--- src/rtl/multi_pwm_if.sv ---
// Control/status bundle between the register file (master) and the multi-channel PWM (slave).
interface multi_pwm_if #(
  parameter int BIT      = 6,
  parameter int CHANNELS = 4,
  parameter int PRE_BITS = 8
);
  logic                     enable_in;
  logic [PRE_BITS-1:0]      prescale_in;
  logic [BIT-1:0]           period_in;
  logic                     center_in;
  logic [CHANNELS*BIT-1:0]  duty_in;
  logic                     load_in;
  logic [CHANNELS-1:0]      PWM_out;
  logic                     cycle_start_out;
  logic                     pending_out;

  modport master (
    output enable_in, prescale_in, period_in, center_in, duty_in, load_in,
    input  PWM_out, cycle_start_out, pending_out
  );

  modport slave (
    input  enable_in, prescale_in, period_in, center_in, duty_in, load_in,
    output PWM_out, cycle_start_out, pending_out
  );
endinterface

--- src/rtl/multi_pwm.sv ---
// Multi-channel PWM: one shared prescaled period counter (edge or center aligned) feeding
// CHANNELS comparators, with shadowed period/mode/duty that switch only at period boundaries.
module multi_pwm #(
  parameter int BIT      = 6,
  parameter int CHANNELS = 4,
  parameter int PRE_BITS = 8
) (
  input logic       clk_in,
  input logic       rst_n_in,
  multi_pwm_if.slave bus
);

  typedef enum logic {
    DIR_UP   = 1'b0,
    DIR_DOWN = 1'b1
  } dir_e;

  localparam logic [BIT-1:0]      CNT_ZERO = {BIT{1'b0}};
  localparam logic [BIT-1:0]      CNT_ONE  = {{(BIT-1){1'b0}}, 1'b1};
  localparam logic [PRE_BITS-1:0] PRE_ZERO = {PRE_BITS{1'b0}};
  localparam logic [PRE_BITS-1:0] PRE_ONE  = {{(PRE_BITS-1){1'b0}}, 1'b1};

  logic [PRE_BITS-1:0]     presc_r;
  logic [PRE_BITS-1:0]     presc_nxt_s;
  logic [BIT-1:0]          cnt_r;
  logic [BIT-1:0]          cnt_nxt_s;
  dir_e                    dir_r;
  dir_e                    dir_nxt_s;
  logic                    first_r;
  logic                    first_nxt_s;
  logic                    bnd_d_r;

  logic [BIT-1:0]          per_sh_r;
  logic                    ctr_sh_r;
  logic [CHANNELS*BIT-1:0] duty_sh_r;
  logic [BIT-1:0]          per_act_r;
  logic                    ctr_act_r;
  logic [CHANNELS*BIT-1:0] duty_act_r;
  logic                    pending_r;
  logic                    pending_nxt_s;

  logic [CHANNELS-1:0]     pwm_r;
  logic [CHANNELS-1:0]     pwm_nxt_s;
  logic                    cs_r;

  logic                    tick_s;
  logic                    wrap_s;
  logic                    boundary_s;
  logic                    xfer_s;
  logic [BIT-1:0]          per_m1_s;

  // Tick, wrap and boundary detection; a period ends at the wrap (edge) or down->up flip (center).
  always_comb begin
    tick_s   = bus.enable_in & (presc_r >= bus.prescale_in);
    per_m1_s = per_act_r - CNT_ONE;
    if (per_act_r == CNT_ZERO) begin
      wrap_s = 1'b1;
    end else if (ctr_act_r) begin
      wrap_s = (dir_r == DIR_DOWN) && (cnt_r == CNT_ZERO);
    end else begin
      wrap_s = (cnt_r >= per_act_r);
    end
    boundary_s = tick_s & (first_r | wrap_s);
    xfer_s     = pending_r & (boundary_s | ~bus.enable_in);
  end

  // Next-state for prescaler, counter and count direction.
  always_comb begin
    presc_nxt_s = presc_r;
    cnt_nxt_s   = cnt_r;
    dir_nxt_s   = dir_r;
    first_nxt_s = first_r;
    if (!bus.enable_in) begin
      presc_nxt_s = PRE_ZERO;
      cnt_nxt_s   = CNT_ZERO;
      dir_nxt_s   = DIR_UP;
      first_nxt_s = 1'b1;
    end else if (!tick_s) begin
      presc_nxt_s = presc_r + PRE_ONE;
    end else begin
      presc_nxt_s = PRE_ZERO;
      first_nxt_s = 1'b0;
      if (boundary_s) begin
        cnt_nxt_s = CNT_ZERO;
        dir_nxt_s = DIR_UP;
      end else if (!ctr_act_r) begin
        cnt_nxt_s = cnt_r + CNT_ONE;
      end else begin
        case (dir_r)
          DIR_UP: begin
            if (cnt_r >= per_m1_s) begin
              dir_nxt_s = DIR_DOWN;
            end else begin
              cnt_nxt_s = cnt_r + CNT_ONE;
            end
          end
          DIR_DOWN: cnt_nxt_s = cnt_r - CNT_ONE;
          default: begin
            cnt_nxt_s = CNT_ZERO;
            dir_nxt_s = DIR_UP;
          end
        endcase
      end
    end
  end

  // Pending flag: a load always re-arms it, even when it coincides with a transfer.
  always_comb begin
    if (bus.load_in) begin
      pending_nxt_s = 1'b1;
    end else if (xfer_s) begin
      pending_nxt_s = 1'b0;
    end else begin
      pending_nxt_s = pending_r;
    end
  end

  // Per-channel compare against the live counter.
  always_comb begin
    pwm_nxt_s = {CHANNELS{1'b0}};
    for (int i = 0; i < CHANNELS; i++) begin
      pwm_nxt_s[i] = bus.enable_in & (cnt_r < duty_act_r[i*BIT +: BIT]);
    end
  end

  // Counter state registers; first_r resets high so the first enabled tick opens a period.
  always_ff @(posedge clk_in or negedge rst_n_in) begin
    if (!rst_n_in) begin
      presc_r <= PRE_ZERO;
      cnt_r   <= CNT_ZERO;
      dir_r   <= DIR_UP;
      first_r <= 1'b1;
      bnd_d_r <= 1'b0;
    end else begin
      presc_r <= presc_nxt_s;
      cnt_r   <= cnt_nxt_s;
      dir_r   <= dir_nxt_s;
      first_r <= first_nxt_s;
      bnd_d_r <= boundary_s;
    end
  end

  // Shadow and active configuration; transfer reads the shadow before a same-cycle load lands.
  always_ff @(posedge clk_in or negedge rst_n_in) begin
    if (!rst_n_in) begin
      per_sh_r   <= CNT_ZERO;
      ctr_sh_r   <= 1'b0;
      duty_sh_r  <= {(CHANNELS*BIT){1'b0}};
      per_act_r  <= CNT_ZERO;
      ctr_act_r  <= 1'b0;
      duty_act_r <= {(CHANNELS*BIT){1'b0}};
      pending_r  <= 1'b0;
    end else begin
      if (bus.load_in) begin
        per_sh_r  <= bus.period_in;
        ctr_sh_r  <= bus.center_in;
        duty_sh_r <= bus.duty_in;
      end else begin
        per_sh_r  <= per_sh_r;
        ctr_sh_r  <= ctr_sh_r;
        duty_sh_r <= duty_sh_r;
      end
      if (xfer_s) begin
        per_act_r  <= per_sh_r;
        ctr_act_r  <= ctr_sh_r;
        duty_act_r <= duty_sh_r;
      end else begin
        per_act_r  <= per_act_r;
        ctr_act_r  <= ctr_act_r;
        duty_act_r <= duty_act_r;
      end
      pending_r <= pending_nxt_s;
    end
  end

  // Registered outputs; the delayed boundary lines the start pulse up with the count-0 sample.
  always_ff @(posedge clk_in or negedge rst_n_in) begin
    if (!rst_n_in) begin
      pwm_r <= {CHANNELS{1'b0}};
      cs_r  <= 1'b0;
    end else begin
      pwm_r <= pwm_nxt_s;
      cs_r  <= bus.enable_in & bnd_d_r;
    end
  end

  assign bus.PWM_out         = pwm_r;
  assign bus.cycle_start_out = cs_r;
  assign bus.pending_out     = pending_r;

endmodule

--- src/flat_wrapper.sv ---
// flat-port wrapper written by rule: the top's interface ports become plain ports
module multi_pwm_flat 
#(
  parameter int BIT      = 6,
  parameter int CHANNELS = 4,
  parameter int PRE_BITS = 8
)
  (clk_in, rst_n_in, bus_enable_in, bus_prescale_in, bus_period_in, bus_center_in, bus_duty_in, bus_load_in, bus_PWM_out, bus_cycle_start_out, bus_pending_out);
  multi_pwm_if #(.BIT(BIT), .CHANNELS(CHANNELS), .PRE_BITS(PRE_BITS)) bus_i ();
  input logic clk_in;
  input logic rst_n_in;
  input wire logic [$bits(bus_i.enable_in)-1:0] bus_enable_in;
  input wire logic [$bits(bus_i.prescale_in)-1:0] bus_prescale_in;
  input wire logic [$bits(bus_i.period_in)-1:0] bus_period_in;
  input wire logic [$bits(bus_i.center_in)-1:0] bus_center_in;
  input wire logic [$bits(bus_i.duty_in)-1:0] bus_duty_in;
  input wire logic [$bits(bus_i.load_in)-1:0] bus_load_in;
  output wire logic [$bits(bus_i.PWM_out)-1:0] bus_PWM_out;
  output wire logic [$bits(bus_i.cycle_start_out)-1:0] bus_cycle_start_out;
  output wire logic [$bits(bus_i.pending_out)-1:0] bus_pending_out;
  assign bus_i.enable_in = bus_enable_in;
  assign bus_i.prescale_in = bus_prescale_in;
  assign bus_i.period_in = bus_period_in;
  assign bus_i.center_in = bus_center_in;
  assign bus_i.duty_in = bus_duty_in;
  assign bus_i.load_in = bus_load_in;
  assign bus_PWM_out = bus_i.PWM_out;
  assign bus_cycle_start_out = bus_i.cycle_start_out;
  assign bus_pending_out = bus_i.pending_out;
  multi_pwm #(.BIT(BIT), .CHANNELS(CHANNELS), .PRE_BITS(PRE_BITS)) u_core (.clk_in(clk_in), .rst_n_in(rst_n_in), .bus(bus_i));
endmodule
--- config.mk ---
export PLATFORM = sky130hd
export DESIGN_NAME = multi_pwm_flat
export DESIGN_NICKNAME = d
export VERILOG_FILES = /design/src/rtl/multi_pwm_if.sv /design/src/rtl/multi_pwm.sv /design/src/flat_wrapper.sv
export SDC_FILE = /design/constraint.sdc
export NUM_CORES = 1
export LEC_CHECK = 0
export CAP_MARGIN = 20
export CORE_MARGIN = 2
export CORE_UTILIZATION = 40
export DETAILED_ROUTE_END_ITERATION = 6
export HOLD_SLACK_MARGIN = 0.08
export PLACE_DENSITY = 0.6
export REMOVE_ABC_BUFFERS = 1
export SETUP_SLACK_MARGIN = 0.02
export SYNTH_ARGS = -nofsm -noshare
export SYNTH_HDL_FRONTEND = slang
export SYNTH_SLANG_ARGS = --single-unit
--- constraint.sdc ---
create_clock -name clk_in -period 5.4 [get_ports clk_in]
set_clock_uncertainty 0.2 [all_clocks]
set_input_delay 0.81 -clock clk_in [delete_from_list [all_inputs] [get_ports clk_in]]
set_output_delay 0.81 -clock clk_in [all_outputs]
set_load 0.01 [all_outputs]
== Word-level counts from Yosys, hierarchy flattened ==
Index checks and enable logic that the tools add are counted.
Storage, ports and cells
  register bits: 85
  output and inout bits: 6
  word-level logic and storage cells: 66
Operators by class
  $add $sub $neg: 4
  $lt $le $gt $ge: 7
  equal/unequal tests: 3
  multiplexer cells: 20
  bitwise operators: 12
  reduce and logical (&&, ||, !) cells: 6
Operators with widths (count)
  2-to-1 mux 6 bit: 5
  < comparator 6 bit: 4
  2-to-1 mux 8 bit: 2
  greater-or-equal comparator 6 bit: 2
  zero test 6 bit: 2
  2-to-1 mux 1 bit: 12
  case mux 6 bit (2 select lines): 1
  subtractor 6 x 1 -> 6 bit (second input constant): 2
  adder 8 x 1 -> 8 bit (second input constant): 1
  AND 1 bit: 8
  greater-or-equal comparator 8 bit: 1
  adder 6 x 1 -> 6 bit (second input constant): 1
  != test 5 bit (second input constant): 1
  AND reduction 2 bit: 2
  != test 3 x 1 -> 1 bit (second input constant): 1
  != test 2 x 1 -> 1 bit (second input constant): 1
  NOT 1 bit: 2
  bitwise OR 1 bit: 2
  nonzero test 2 bit: 1
  logical AND 1 bit: 1

== Logic depth before layout (Yosys ltp) ==
  depth after elaboration: 10
  gate-level depth with buffers: 10
  depth with buffers taken out: 10

== Least setup slack after synthesis ==
OpenSTA, ideal clock, no wires.
  path type: input to register
  from: input port bus_prescale_in[0]
  to: register u_core.duty_act_r[0]
  setup time: 0.125 ns
  arrival: 2.543 ns
  required time: 5.075 ns
  slack: 2.532 ns
  stages: 8
  path buffers: 1
  cells stage by stage: ha_1 nand2b_1 a2111o_1 a21oi_1 a21oi_2 o21ai_4 buf_6 mux2_2
Between the ends
  cells in the longest elaborated chain, start to end: 5
RTL lines
  from (decl): RTL line flat_wrapper.sv:13  | input wire logic [$bits(bus_i.prescale_in)-1:0] bus_prescale_in;
  greater-or-equal comparator 8 bit: RTL line multi_pwm.sv:54  | tick_s = bus.enable_in & (presc_r >= bus.prescale_in);
  AND 1 bit: RTL line multi_pwm.sv:54
  AND 1 bit: RTL line multi_pwm.sv:63  | boundary_s = tick_s & (first_r | wrap_s);
  bitwise OR 1 bit: RTL line multi_pwm.sv:64  | xfer_s = pending_r & (boundary_s | ~bus.enable_in);
  AND 1 bit: RTL line multi_pwm.sv:64
  to (signal assigned): RTL line multi_pwm.sv:151  | duty_act_r <= {(CHANNELS*BIT){1'b0}};
  to (signal assigned): RTL line multi_pwm.sv:166  | duty_act_r <= duty_sh_r;
  to (signal assigned): RTL line multi_pwm.sv:170  | duty_act_r <= duty_act_r;
  to (decl): RTL line multi_pwm.sv:38  | logic [CHANNELS*BIT-1:0] duty_act_r;
Every way passes these cells.
A chain may end at the register's enable or synchronous reset.

== Worst setup path after layout ==
  from: input port bus_prescale_in[0]
  to: register u_core.duty_act_r[5]
The elaborated chain is that of the path after synthesis.

==> flow_results.org <==
** Outcome
- The flow ran to the end, and the final reports show no timing, DRC or antenna violations.

** Timing
- Max frequency :: 280 MHz
- Adding up every negative setup slack in the final design gives 0 ns.
- Post-layout minimum cycle time :: 3.57 ns
- Setup slack on the critical path of the routed design comes to 1.83 ns.
- The number of slew-limit violations in the final report was 0.
- At the pin with the least slew margin, the transition time is 0.960 ns.
- RSZ-0062 raised after global routing :: no
- Setup-failing EPs final :: 0
- Final count of hold timing violations :: 0
- Worst slew margin relative to its limit :: 35.8%
- The final critical path takes up 66.1% of the cycle.

** Critical path
- On the worst path, the slowest cell contributes a delay of 0.75 ns.
- Worst-path cell chain :: clkdlybuf4s50_1 -> ha_1 -> nand2b_1 -> a2111o_1 -> a21oi_1 -> buf_4 -> a21oi_2 -> o21ai_4 -> mux2_2
- Worst setup slack for register-to-register paths :: 2.19 ns
- Type of destination of the critical path :: register
- Cell family with the largest share of critical-path delay :: compound AO/OA/AOI/OAI gates
- Biggest fanout along the worst timing path :: 31
- Timing endpoint of the critical path :: u_core.duty_act_r[5]
- For the worst setup path, the data arrival time is 3.62 ns.
- Worst reg2reg endpoint :: u_core.duty_act_r[5]
- Library cell contributing the largest single delay on the critical path :: o21ai_4
- The worst register-to-register path has a depth of 9.
- The worst register-to-register path begins at u_core.presc_r[0].
- Counting both buffers and inverters, the worst setup path holds a total of 2.
- In this run the number of cells on the critical path is 9.
- The setup path with the least slack is of type in -> reg.
- Launching element of the worst setup path :: bus_prescale_in[0]
- The worst setup path is launched from a primary input.
- For the worst setup path, the data required time is 5.45 ns.

** Clock network
- Clock-pin slew reported for the worst setup and hold paths after clock tree synthesis :: 0.09 ns
- Gates resized during post-CTS repair numbered 0.
- In this run, CTS created clock tree buffers numbering 9.
- The tree is rooted in a clkbuf_8.
- Worst-Skew Late Latency :: 0.36 ns
- The clock passes through at most 2 buffers.
- H-tree levels :: 3
- The tree built by TritonCTS fans out to 85 sinks.
- TritonCTS clock tree :: yes

** Layout
- For this run, the post-layout net count is 522.
- Ratio of cells with drive above 1 in the final layout :: 19.2%
- Fill cells in the final layout number 1,030.
- From synthesis to final layout, the design area changed by 18.8%.
- Antenna cells :: 0

** Synthesis
- Most numerous cell in the Yosys netlist :: dfrtp_1
- Mapped Cells :: 379
- Total of flip-flops plus latches after synthesis :: 85
- By area the synthesized netlist is led by dfrtp_1, mux2_2, ha_1.
- By count the netlist is led by dfrtp_1, mux2_2, ha_1, inv_1, nor3_1.
- Top cell type's share of synthesized area :: 47.2%
- Largest area contributor in the synthesized netlist :: dfrtp_1
- Dividing the synthesized area by the synthesized cell count gives 11.7 um2.
- Sequential cells were found to cover 47.8% of the synthesized design area.
- Counting flops with an async set or reset pin after synthesis yields a share of 100%.
- In this run the cell area of the synthesized design comes to 4450 um2.
- The number of different library cells used by synthesis comes to 46.
- Counting flops with a built-in enable in the synthesized netlist gives 0.
- Prevailing post-synth register cell :: dfrtp_1
- During synthesis, Yosys emitted a total of 0 warnings.

** Routing
- After detailed routing, the total wire length is 7.91 mm.
- Vias per inst :: 5.04
- Antenna Violating Nets Remaining :: 0
- The first TritonRoute pass finished after 4 iterations.
- After detailed routing, the average wire length per cell comes to 13.7 um.
- For this run, design rule violations remaining after detail routing come to 0.
- The first routing iteration left 75 violations.
- For this block, the via count after detailed routing is 2,912.

** Global routing
- Largest net degree at the start of global routing :: 86
- Overall overflow remaining after global route :: 0
- The first global-routing pass estimated 13.6 mm of wire.
- The number of antenna violations at the first check in global routing is 0.
- All-Layer GR Usage :: 14.7%
- Number of global-route vias before repair :: 2,944

** Die
- The total area inside the core boundary comes to 10,800 um2.
- Measured along the y axis, the die boundary spans 110 um.
- Area of the die :: 12,000 um2
- Once the floorplan was initialized, standard cells occupied 41.1% of the core.
- The initialized floorplan defines 38 standard-cell rows.
- The die is 110 um wide.
- Ports placed on the boundary :: 49

** Job
- Max-cap violations in this run came to 0.

** Placed design
- Placed wire-length estimate after detailed placement :: 5.61 mm
- Placer Congestion :: 0.861
- Worst setup slack after placement :: 1.38 ns
- Count of buffers from port buffering :: 48

** Power
- Power spread over the standard cell area amounts to 274 nW/um2.
- Power Total :: 1.45 mW
- Peak supply drop :: 0.137 mV
- Leakage component of the power :: 2.46 nW

** Worst hold path
- The min-delay analysis places its worst path in the category reg -> reg.
-- cells by family (layout without fill, tap and decap cells) --
| logic type | count (synthesis) | in the layout | share of synthesized area [%] |
|---|---|---|---|
| fa+ha+maj | 46 | 46 | 12.9 |
| xor+xnor | 11 | 11 | 2.16 |
| simple gates | 70 | 70 | 8.09 |
| flops | 85 | 85 | 47.8 |
| buf+inv | 49 | 108 | 4.66 |
| mux | 63 | 63 | 15.9 |
| compound gates | 55 | 55 | 8.46 |
-- power breakdown --
part / internal, mW / total [mW] / switching, mW
combinational: 0.148 / 0.263 / 0.114
sequential: 0.712 / 0.757 / 0.0454
clock: 0.187 / 0.432 / 0.245
total: 1.05 / 1.45 / 0.404
-- cell usage in the layout, fill, tap and decap left out, drive strengths merged, types with 13 or more instances in the layout --
cell / n
a21oi: 13
clkdlybuf4s50: 47
dfrtp: 84
ha: 46
inv: 42
mux2: 62
nand3: 13
nor2: 14
nor3: 17
o21ai: 17
-- worst reg2reg max path: stages, from the launching register on --
cell      delay [ns]
dfrtp_1         0.44
inv_1           0.07
ha_1            0.26
nand2b_1        0.14
a2111o_1        0.40
a21oi_1         0.13
buf_4           0.20
a21oi_2         0.08
o21ai_4         0.75
mux2_2          0.44
-- state kept, by name (all words and copies together), names as in the netlist --
signal                      count
u_core.ctr_act_r                1
u_core.bnd_d_r                  1
u_core.duty_sh_r               24
u_core.bus.cycle_start_out      1
u_core.ctr_sh_r                 1
u_core.per_act_r                6
u_core.presc_r                  8
u_core.dir_r                    1
u_core.bus.pending_out          1
u_core.duty_act_r              24
u_core.first_r                  1
u_core.bus.PWM_out              4
u_core.per_sh_r                 6
u_core.cnt_r                    6
-- through the flow --
stage / util [%] / hold WS (ns) / cells / instance area, um2
global route: 48.8 / 0.299 / 578 / 5290
finish: 48.8 / 0.275 / 578 / 5290
floorplan: - / 0.234 / 370 / 4400
CTS: 48.5 / 0.276 / 576 / 5250
detailed placement: 46.7 / 0.256 / 560 / 5060
global placement: 46.7 / 0.243 / 560 / 5060
-- routing by layer --
metal / global-route usage, % / routed length [um] / vias up
met2: 24.9 / 3850 / 43
met4: 5.42 / 149 / 0
met1: 18.0 / 3640 / 1407
met3: 3.91 / 278 / 13
li1: - / - / 1449
met5: 0 / 0 / -
-- how the worst min path moves through the flow --
stage,slack (ns),start,depth (start not counted),to
floorplan,0.23,u_core.bnd_d_r,1,u_core.bus.cycle_start_out
global placement,0.24,u_core.bnd_d_r,1,u_core.bus.cycle_start_out
detailed placement,0.26,u_core.bnd_d_r,1,u_core.bus.cycle_start_out
CTS,0.28,u_core.bnd_d_r,1,u_core.bus.cycle_start_out
global route,0.30,u_core.bnd_d_r,1,u_core.bus.cycle_start_out
finish,0.27,u_core.bnd_d_r,1,u_core.bus.cycle_start_out
-- area by class of cell --
| cell class | count | area (um2) | area share (%) |
|---|---|---|---|
| sequential | 85 | 2130 | 40.2 |
| multi-input combinational | 245 | 2120 | 40.0 |
| timing repair buffer | 52 | 531 | 10.0 |
| tap | 140 | 175 | 3.31 |
| inverter | 40 | 150 | 2.84 |
| clock buffer | 10 | 138 | 2.60 |
| clock inverter | 6 | 52.6 | 0.993 |
-- repair_timing --
action                                 in CTS  in global routing
setup buffers                               0                  0
hold buffers                                0                  1
endpoints found under the hold margin       0                 11
No activity file was read; power rests on OpenSTA's default activity.
